<file path="src/rtl/result_display_seq_pkg.sv">
`default_nettype none
// ============================================================================
// Module      : result_display_seq_pkg
// Description : Shared definitions for the result display sequencer: the
//               display state enumeration, the phase counter width and the
//               hex-to-seven-segment constant table.
// Revision    : 1.0 - initial release
// ============================================================================
package result_display_seq_pkg;

    // Width of the per-phase cycle counter.
    localparam int CNT_W = 24;

    // Display sequence states.
    typedef enum logic [1:0] {
        ST_IDLE    = 2'd0,
        ST_SHOW_HI = 2'd1,
        ST_SHOW_LO = 2'd2,
        ST_GAP     = 2'd3
    } state_t;

    // Segment patterns indexed by hex digit; bit order is g..a, active-high.
    // Listed from digit F down to digit 0, so SEG_TABLE[0] is the pattern
    // for '0'.
    localparam logic [15:0][6:0] SEG_TABLE = {
        7'h71, 7'h79, 7'h5E, 7'h39,   // F E d C
        7'h7C, 7'h77, 7'h6F, 7'h7F,   // b A 9 8
        7'h07, 7'h7D, 7'h6D, 7'h66,   // 7 6 5 4
        7'h4F, 7'h5B, 7'h06, 7'h3F    // 3 2 1 0
    };

    // Successor of a display phase on a tick. IDLE only leaves via a strobe,
    // so it maps to itself.
    function automatic state_t next_phase(input state_t s);
        state_t n;
        n = s;
        case (s)
            ST_SHOW_HI: n = ST_SHOW_LO;
            ST_SHOW_LO: n = ST_GAP;
            ST_GAP:     n = ST_SHOW_HI;
            default:    n = s;
        endcase
        return n;
    endfunction

endpackage : result_display_seq_pkg
`default_nettype wire

</file>
<file path="src/rtl/result_display_seq_hex_to_seg7.sv">
`default_nettype none
// ============================================================================
// Module      : hex_to_seg7
// Description : Combinational hex digit to seven-segment decoder.
// Ports       : hex_i [3:0] - hex digit to display
//               seg_o [6:0] - segment drive, active-high, seg_o[0]=a..[6]=g
// Revision    : 1.0 - initial release
// ============================================================================
module hex_to_seg7
    import result_display_seq_pkg::*;
(
    input  logic [3:0] hex_i,
    output logic [6:0] seg_o
);

    assign seg_o = SEG_TABLE[hex_i];

endmodule : hex_to_seg7
`default_nettype wire

</file>
<file path="src/rtl/result_display_seq.sv">
`default_nettype none
// ============================================================================
// Module      : result_display_seq
// Description : Captures a 6-bit product word on a valid strobe and shows it
//               on one seven-segment digit as a repeating sequence:
//               high digit (with decimal point), low digit, blank gap.
//               Each phase lasts MAX_COUNT enabled clock cycles.
// Ports       : clk          - system clock, rising edge
//               rst_n        - asynchronous active-low reset
//               ena          - enable; low freezes all state and blanks display
//               result [5:0] - product word to capture
//               result_valid - single-cycle capture strobe
//               seg [6:0]    - segment drive, active-high, seg[0]=a..seg[6]=g
//               dp           - decimal point, high while showing high digit
//               busy         - high whenever a captured value is in sequence
// Revision    : 1.0 - initial release
// ============================================================================
module result_display_seq
    import result_display_seq_pkg::*;
#(
    parameter logic [CNT_W-1:0] MAX_COUNT = 24'd10_000_000
) (
    input  logic       clk,
    input  logic       rst_n,
    input  logic       ena,
    input  logic [5:0] result,
    input  logic       result_valid,
    output logic [6:0] seg,
    output logic       dp,
    output logic       busy
);

    localparam logic [CNT_W-1:0] C_LAST = MAX_COUNT - CNT_W'(1);

    state_t           state_q, state_d;
    logic [CNT_W-1:0] cnt_q,   cnt_d;
    logic [5:0]       cap_q,   cap_d;

    logic             tick;
    logic [3:0]       digit;
    logic [6:0]       seg_raw;

    // ------------------------------------------------------------------
    // State, counter and capture registers
    // ------------------------------------------------------------------
    always_ff @(posedge clk or negedge rst_n) begin
        if (!rst_n) begin
            state_q <= ST_IDLE;
            cnt_q   <= '0;
            cap_q   <= '0;
        end else begin
            state_q <= state_d;
            cnt_q   <= cnt_d;
            cap_q   <= cap_d;
        end
    end

    // A phase ends on its last enabled cycle. With MAX_COUNT=1 the counter
    // stays at 0, so every enabled non-idle cycle is a tick.
    assign tick = ena && (state_q != ST_IDLE) && (cnt_q == C_LAST);

    // ------------------------------------------------------------------
    // Next-state logic. A strobe takes priority over a coincident tick so
    // a fresh value always starts from the beginning of the high phase.
    // ------------------------------------------------------------------
    always_comb begin
        state_d = state_q;
        cnt_d   = cnt_q;
        cap_d   = cap_q;

        if (ena) begin
            if (result_valid) begin
                cap_d   = result;
                cnt_d   = '0;
                state_d = ST_SHOW_HI;
            end else if (state_q != ST_IDLE) begin
                if (tick) begin
                    cnt_d   = '0;
                    state_d = next_phase(state_q);
                end else begin
                    cnt_d   = cnt_q + CNT_W'(1);
                end
            end
        end
    end

    // ------------------------------------------------------------------
    // Digit multiplexer feeding the single decoder
    // ------------------------------------------------------------------
    always_comb begin
        digit = cap_q[3:0];
        if (state_q == ST_SHOW_HI) begin
            digit = {2'b00, cap_q[5:4]};
        end
    end

    hex_to_seg7 u_hex_to_seg7 (
        .hex_i (digit),
        .seg_o (seg_raw)
    );

    // ------------------------------------------------------------------
    // Output drive: blanked while disabled and in IDLE/GAP
    // ------------------------------------------------------------------
    always_comb begin
        seg  = '0;
        dp   = 1'b0;
        busy = (state_q != ST_IDLE);
        if (ena) begin
            case (state_q)
                ST_SHOW_HI: begin
                    seg = seg_raw;
                    dp  = 1'b1;
                end
                ST_SHOW_LO: begin
                    seg = seg_raw;
                end
                default: begin
                    seg = '0;
                    dp  = 1'b0;
                end
            endcase
        end
    end

endmodule : result_display_seq
`default_nettype wire

</file>
<file path="config.mk">
export PLATFORM = sky130hd
export DESIGN_NAME = result_display_seq
export DESIGN_NICKNAME = d
export VERILOG_FILES = /design/src/rtl/result_display_seq_pkg.sv /design/src/rtl/result_display_seq_hex_to_seg7.sv /design/src/rtl/result_display_seq.sv
export SDC_FILE = /design/constraint.sdc
export NUM_CORES = 1
export LEC_CHECK = 0
export CAP_MARGIN = 10
export CORE_MARGIN = 4
export CORE_UTILIZATION = 45
export DETAILED_ROUTE_END_ITERATION = 10
export PLACE_DENSITY_LB_ADDON = 0.15
export SLEW_MARGIN = 0
export SYNTH_ARGS = -nofsm -noshare
export SYNTH_HDL_FRONTEND = slang
export SYNTH_HIERARCHICAL = 1
export SYNTH_SLANG_ARGS = --single-unit
</file>
<file path="constraint.sdc">
create_clock -name clk -period 2.5 [get_ports clk]
set_input_delay 0.5 -clock clk [delete_from_list [all_inputs] [get_ports clk]]
set_output_delay 0.5 -clock clk [all_outputs]
set_load 0.01 [all_outputs]
</file>
==> results_dict.tcl, run 1 <==
set metrics [dict create \
    die_h_um 79.28 \
    layout-drive-gt1-share_pct 25.67 \
    synth_nets 277 \
    r2r_setup_slack_ps 280 \
    wl_um 5524 \
    post-route-drc-count 0 \
    antenna_left 0 \
    core_um2 4817 \
    antenna_found_initial 0 \
    yosys_warnings 6 \
    fin_hold_ws_ps 505.2 \
    drv_slew 0 \
    clock_path_buffers 2 \
    p_sw_uw 771.0 \
    cts_made_buffers 5 \
    crit_top_cell "ha_4" \
    n_antenna_cell 0 \
    synth-seq-cells 32 \
    critPathMaxFanout 4 \
    hold_class "flop to flop" \
    pin_count 19 \
    crit_chain "inv_2 > ha_4 > mux2_4 > inv_4 > ha_4 > mux4_2 > and3_1 > buf_2" \
    tightest_slew_ps 518.8 \
    wl_per_cell_um 15.05 \
    cp.depth 8 \
    p_seq_share_pct 28.4 \
    p_leak_uw 0.001234 \
    grt_max_degree 33 \
    ctsHtreeMaxLevel 2 \
    max_slew_margin_pct 65.15 \
    timing.max_cap.violations 0 \
    path_class "flop to primary output" \
    tns_ps -1417 \
    rr_worst_depth 9 \
    finalCoreUtilization_pct 60.88 \
    numPortBuffers 18 \
    mostFrequentLayoutCell "dfrtp_1" \
    syn_area_per_cell_um2 9.000 \
    overflow 0 \
    clkPwrFrac_pct 22.3 \
    viasPerCell 5.627 \
    cp_data_required_time_ps 2000 \
    cts.sinks 32 \
    clock_skew_ps 9.025 \
    grt_util_all_layers_pct 18.54 \
    power.internal_uw 1466 \
    final_cells 367 \
    area_delta_synth_final_pct 28.30 \
    insertion_delay_ps 290 \
    rows 25 \
    pwr-share-comb_pct 49.3 \
    gp_congestion 0.8325 \
    synth_top_area_share_pct 35.03 \
    post-dp-hpwl_um 3964 \
    cts_tree "built" \
    fmax_mhz 365.9 \
    die_x_um 79.28 \
    grt_pass1_vias 1923 \
    via_count 2065 \
    endpoint_kind "primary output" \
    initial_utilization_pct 47.45 \
    yosysTopAreaCell "dfrtp_1" \
    fin_crit_sh_pct 109.3 \
    syn_area_um2 2286 \
    crit_slowest_cell "mux4_2" \
    outcome "complete, but fails checks" \
    min_period_ps 2733 \
    seq_area_frac_synth_pct 35.03 \
    synthCells 254 \
    slowest_delay_ps 450 \
    dr.pass1.iters 4 \
    post-place-cells 355 \
    cts_hold_buf 0 \
    clock-root-buffer "clkbuf_8" \
    synth.area.top_cells "dfrtp_1, ha_1, mux2_2" \
    worst_slack_ps -233.0 \
    fillers 443 \
    finalHoldViolCount 0 \
    p_per_area_nw_per_um2 762.7 \
    die_area_um2 6285 \
    grt_pass1_wl_um 9273 \
    violations "setup timing" \
    rsz0062_at_grt "yes" \
    start_kind "flop" \
    min_path_cells 1 \
    initialDrtViolationCount 95 \
    final_cell_mix "dfrtp_1, buf_4, nand2_1" \
    setup_viol 7 \
    arrival_ps 2230 \
    clk_pin_slew_ps 70 \
    ir_drop_v 0.0003719 \
    crit_family "multiplexers" \
    switching_share_pct 34.47 \
    ys_types 53 \
    path_buf_inv 3 \
    nets 322 \
]
cell usage after synthesis, drive strengths merged:
| cell type | n |
|---|---|
| dfrtp | 32 |
| nand2 | 22 |
| nor2 | 22 |
| nand3 | 16 |
| ha | 13 |
| inv | 13 |
| and3 | 11 |
| mux2 | 11 |
| o21ai | 8 |
| xnor2 | 8 |
| a21oi | 7 |
| nand4 | 7 |
| nor4 | 7 |
| buf | 6 |
| nand2b | 6 |
| nor2b | 6 |
| nor3 | 6 |
| clkbuf | 5 |
| mux2i | 4 |
| nand4b | 4 |
| o31ai | 4 |
| a22oi | 3 |
| o211ai | 3 |
| or4 | 3 |
| and2 | 2 |
| nor3b | 2 |
| nor4b | 2 |
| o22ai | 2 |
| o32a | 2 |
| or2 | 2 |
| a21o | 1 |
| a31o | 1 |
| a31oi | 1 |
| a32oi | 1 |
| and4 | 1 |
| mux4 | 1 |
| nand3b | 1 |
| nand4bb | 1 |
| nor4bb | 1 |
| o311a | 1 |
| o31a | 1 |
| o41ai | 1 |
| or2b | 1 |
| or3 | 1 |
| xor2 | 1 |
registers in the layout, summed over array words and instances (netlist names):
register,count
cap_q,6
state_q,2
cnt_q,24
power groups by stage:
| stage | clock network [µW] | logic (µW) | registers [µW] |
|---|---|---|---|
| detailed placement | 0 | 978 | 643 |
| finish | 500 | 1100 | 634 |
| global placement | 0 | 964 | 643 |
| floorplan | 0 | 574 | 629 |
| CTS | 518 | 1040 | 633 |
| global route | 545 | 1220 | 642 |
kinds of logic (layout without fill, tap and decap cells):
logic type      after synthesis  after routing  synth area share [%]
buf+inv                      24             70                 4.597
xor+xnor                      9              9                 3.448
compound gates               36             36                 10.78
flops                        32             32                 35.03
simple gates                124            124                 30.71
fa+ha+maj                    13             13                 7.116
mux                          16             16                 8.320
layer usage:
metal | track usage, % | part of all wire [%] | vias up
met3 | 3.288 | 4.5 | 5
met4 | 5.670 | 0.83 | 0
li1 | - | - | 1017
met5 | 0 | 0 | -
met1 | 25.45 | 46 | 983
met2 | 29.71 | 49 | 60
per-stage QoR:
step / cell area (µm²) / worst slack, ps / total power [µW]
after floorplan: 2308 / 18.49 / 1203
after global placement: 2731 / -346.2 / 1607
after detailed placement: 2731 / -403.2 / 1621
after CTS: 2905 / -240.5 / 2194
after global routing: 2933 / -330.7 / 2403
final: 2933 / -233.0 / 2237
worst paths after layout:
path	start	endpoint
max in group asynchronous	rst_n	cnt_q[8]$_DFFE_PN0P_
max reg2reg	state_q[0]$_DFFE_PN0P_	cnt_q[15]$_DFFE_PN0P_
min reg2reg	cap_q[2]$_DFFE_PN0P_	cap_q[2]$_DFFE_PN0P_
min in group asynchronous	rst_n	cnt_q[19]$_DFFE_PN0P_
min	cap_q[2]$_DFFE_PN0P_	cap_q[2]$_DFFE_PN0P_
max	state_q[1]$_DFFE_PN0P_	seg[3]
cell type report:
| type | instances | area, µm² | share of cell area, % |
|---|---|---|---|
| Multi-Input combinational cell | 198 | 1481 | 50.51 |
| Sequential cell | 32 | 800.8 | 27.30 |
| Timing Repair Buffer | 49 | 401.6 | 13.69 |
| Tap cell | 67 | 83.83 | 2.858 |
| Clock buffer | 5 | 68.82 | 2.346 |
| Inverter | 13 | 53.80 | 1.834 |
| Clock inverter | 3 | 42.54 | 1.451 |
repair_timing:
action / CTS / global route
resized for setup: 43 / 4
setup buffers: 3 / 1
endpoints found under the setup margin: 7 / 8
hold endpoints to repair: 0 / 0
pin swaps: 9 / 1
No activity file was read; power rests on OpenSTA's default activity.
==> inputs of run 2 (changes only) <==
--- a/config.mk
+++ b/config.mk
@@ -9,7 +9,8 @@
 export CORE_MARGIN = 4
 export CORE_UTILIZATION = 45
 export DETAILED_ROUTE_END_ITERATION = 10
-export PLACE_DENSITY_LB_ADDON = 0.15
+export PLACE_DENSITY = 0.66
+export SKIP_CTS_REPAIR_TIMING = 1
 export SLEW_MARGIN = 0
 export SYNTH_ARGS = -nofsm -noshare
 export SYNTH_HDL_FRONTEND = slang
==> results_dict.tcl, run 2 (synthesis gave the netlist of run 1 again) <==
set metrics [dict create \
    gp_congestion 0.8624 \
    tightest_slew_ps 481.3 \
    min_from "cap_q[3]$_DFFE_PN0P_" \
    layout-drive-gt1-share_pct 25.08 \
    clock_path_buffers 2 \
    outcome "complete, but fails checks" \
    cp-startpoint "state_q[1]$_DFFE_PN0P_" \
    grt_pass1_vias 1909 \
    antenna_left 0 \
    pin_count 19 \
    clock_skew_ps 2.540 \
    n_antenna_cell 0 \
    cts_tree "built" \
    final_cell_mix "dfrtp_1, buf_4, nand2_1" \
    arrival_ps 2260 \
    setup_viol 7 \
    insertion_delay_ps 280 \
    violations "setup timing" \
    path_class "flop to primary output" \
    p_sw_uw 751.7 \
    finalHoldViolCount 0 \
    post-route-cell-area_um2 2893 \
    ctsHtreeMaxLevel 2 \
    power.total_uw 2129 \
    die_area_um2 6285 \
    grt_max_degree 33 \
    grt_util_all_layers_pct 18.98 \
    r2r_setup_slack_ps 340 \
    r2r_start "state_q[0]$_DFFE_PN0P_" \
    max_slew_margin_pct 67.67 \
    initial_utilization_pct 47.45 \
    min_period_ps 2755 \
    grt_pass1_wl_um 9259 \
    power.internal_uw 1378 \
    overflow 0 \
    min_path_cells 1 \
    final-seq-area_um2 800.8 \
    cp_data_required_time_ps 2000 \
    initialDrtViolationCount 163 \
    antenna_found_initial 0 \
    switching_share_pct 35.30 \
    placed_area_um2 2716 \
    rows 25 \
    die_x_um 79.28 \
    viasPerCell 5.566 \
    multi_input_area_um2 1484 \
    worst_slack_ps -255.2 \
    fin_crit_sh_pct 110.2 \
    start_kind "flop" \
    clk_pin_slew_ps 60 \
    rr_worst_depth 9 \
    via_count 2015 \
    timing.max_cap.violations 0 \
    post-route-drc-count 0 \
    dr.pass1.iters 4 \
    mostFrequentLayoutCell "dfrtp_1" \
    wl_um 5360 \
    hold_class "flop to flop" \
    top_register "cnt_q" \
    finalCoreUtilization_pct 60.05 \
    pwr-share-comb_pct 52.7 \
    reg_top3 "cnt_q: 24 flops, cap_q: 6 flops, state_q: 2 flops" \
    numPortBuffers 18 \
    die_h_um 79.28 \
    p_per_area_nw_per_um2 736.1 \
    fmax_mhz 363.0 \
    tns_ps -1398 \
    p_leak_uw 0.001203 \
    fillers 444 \
    area_delta_synth_final_pct 26.55 \
    cts_made_buffers 5 \
    cts.sinks 32 \
    nets 318 \
    core_um2 4817 \
    clock-root-buffer "clkbuf_8" \
    ir_drop_v 0.0003979 \
    post-dp-hpwl_um 3918 \
    rsz0062_at_grt "yes" \
    largest_reg_flops 24 \
    drv_slew 0 \
    place_worst_setup_slack_ps -374.0 \
    wl_per_cell_um 14.81 \
    p_seq_share_pct 29.8 \
    clkPwrFrac_pct 17.5 \
    critPathMaxFanout 4 \
    endpoint_kind "primary output" \
]
[run 2: per-layer routing]
layer	wire length, µm	share of wire, %	global-route usage, %	up-vias
li1	-	-	-	1008
met1	2382	44	25.00	957
met2	2623	49	30.56	43
met3	271	5.1	4.308	7
met4	82	1.5	6.701	0
met5	0	0	0	-
[run 2: area by class of cell]
class | count | area share, %
Clock inverter | 1 | 0.1730
Timing Repair Buffer | 45 | 13.49
Sequential cell | 32 | 27.68
Multi-Input combinational cell | 198 | 51.30
Inverter | 13 | 1.946
Clock buffer | 6 | 2.509
Tap cell | 67 | 2.898
[run 2: worst paths after layout]
kind / endpoint
worst min-delay path: cap_q[3]$_DFFE_PN0P_
worst max register to register: cnt_q[15]$_DFFE_PN0P_
worst min register to register: cap_q[3]$_DFFE_PN0P_
worst max-delay path: seg[3]
max in group asynchronous: cnt_q[16]$_DFFE_PN0P_
min in group asynchronous: cnt_q[0]$_DFFE_PN0P_
[run 2: stage by stage]
| step | cells | hold WS, ps |
|---|---|---|
| 6_report | 362 | 506.5 |
| 5_1_grt | 362 | 537.6 |
| 4_1_cts | 360 | 508.3 |
| 3_5_place_dp | 353 | 493.7 |
| 3_3_place_gp | 353 | 484.1 |
| 2_1_floorplan | 254 | 204.4 |
[run 2: power groups by stage]
stage,combinational (µW),clock [µW],sequential (µW)
floorplan,574,0,629
finish,1120,372,635
detailed placement,980,0,646
global route,1240,409,643
global placement,964,0,643
CTS,983,390,636
[run 2: worst max-delay path, stage by stage (launching register included)]
cell and delay (ps):
dfrtp_1 390, inv_2 80, ha_4 160, mux2_4 340
inv_6 90, ha_4 200, mux4_2 440, and3_4 160
buf_6 110
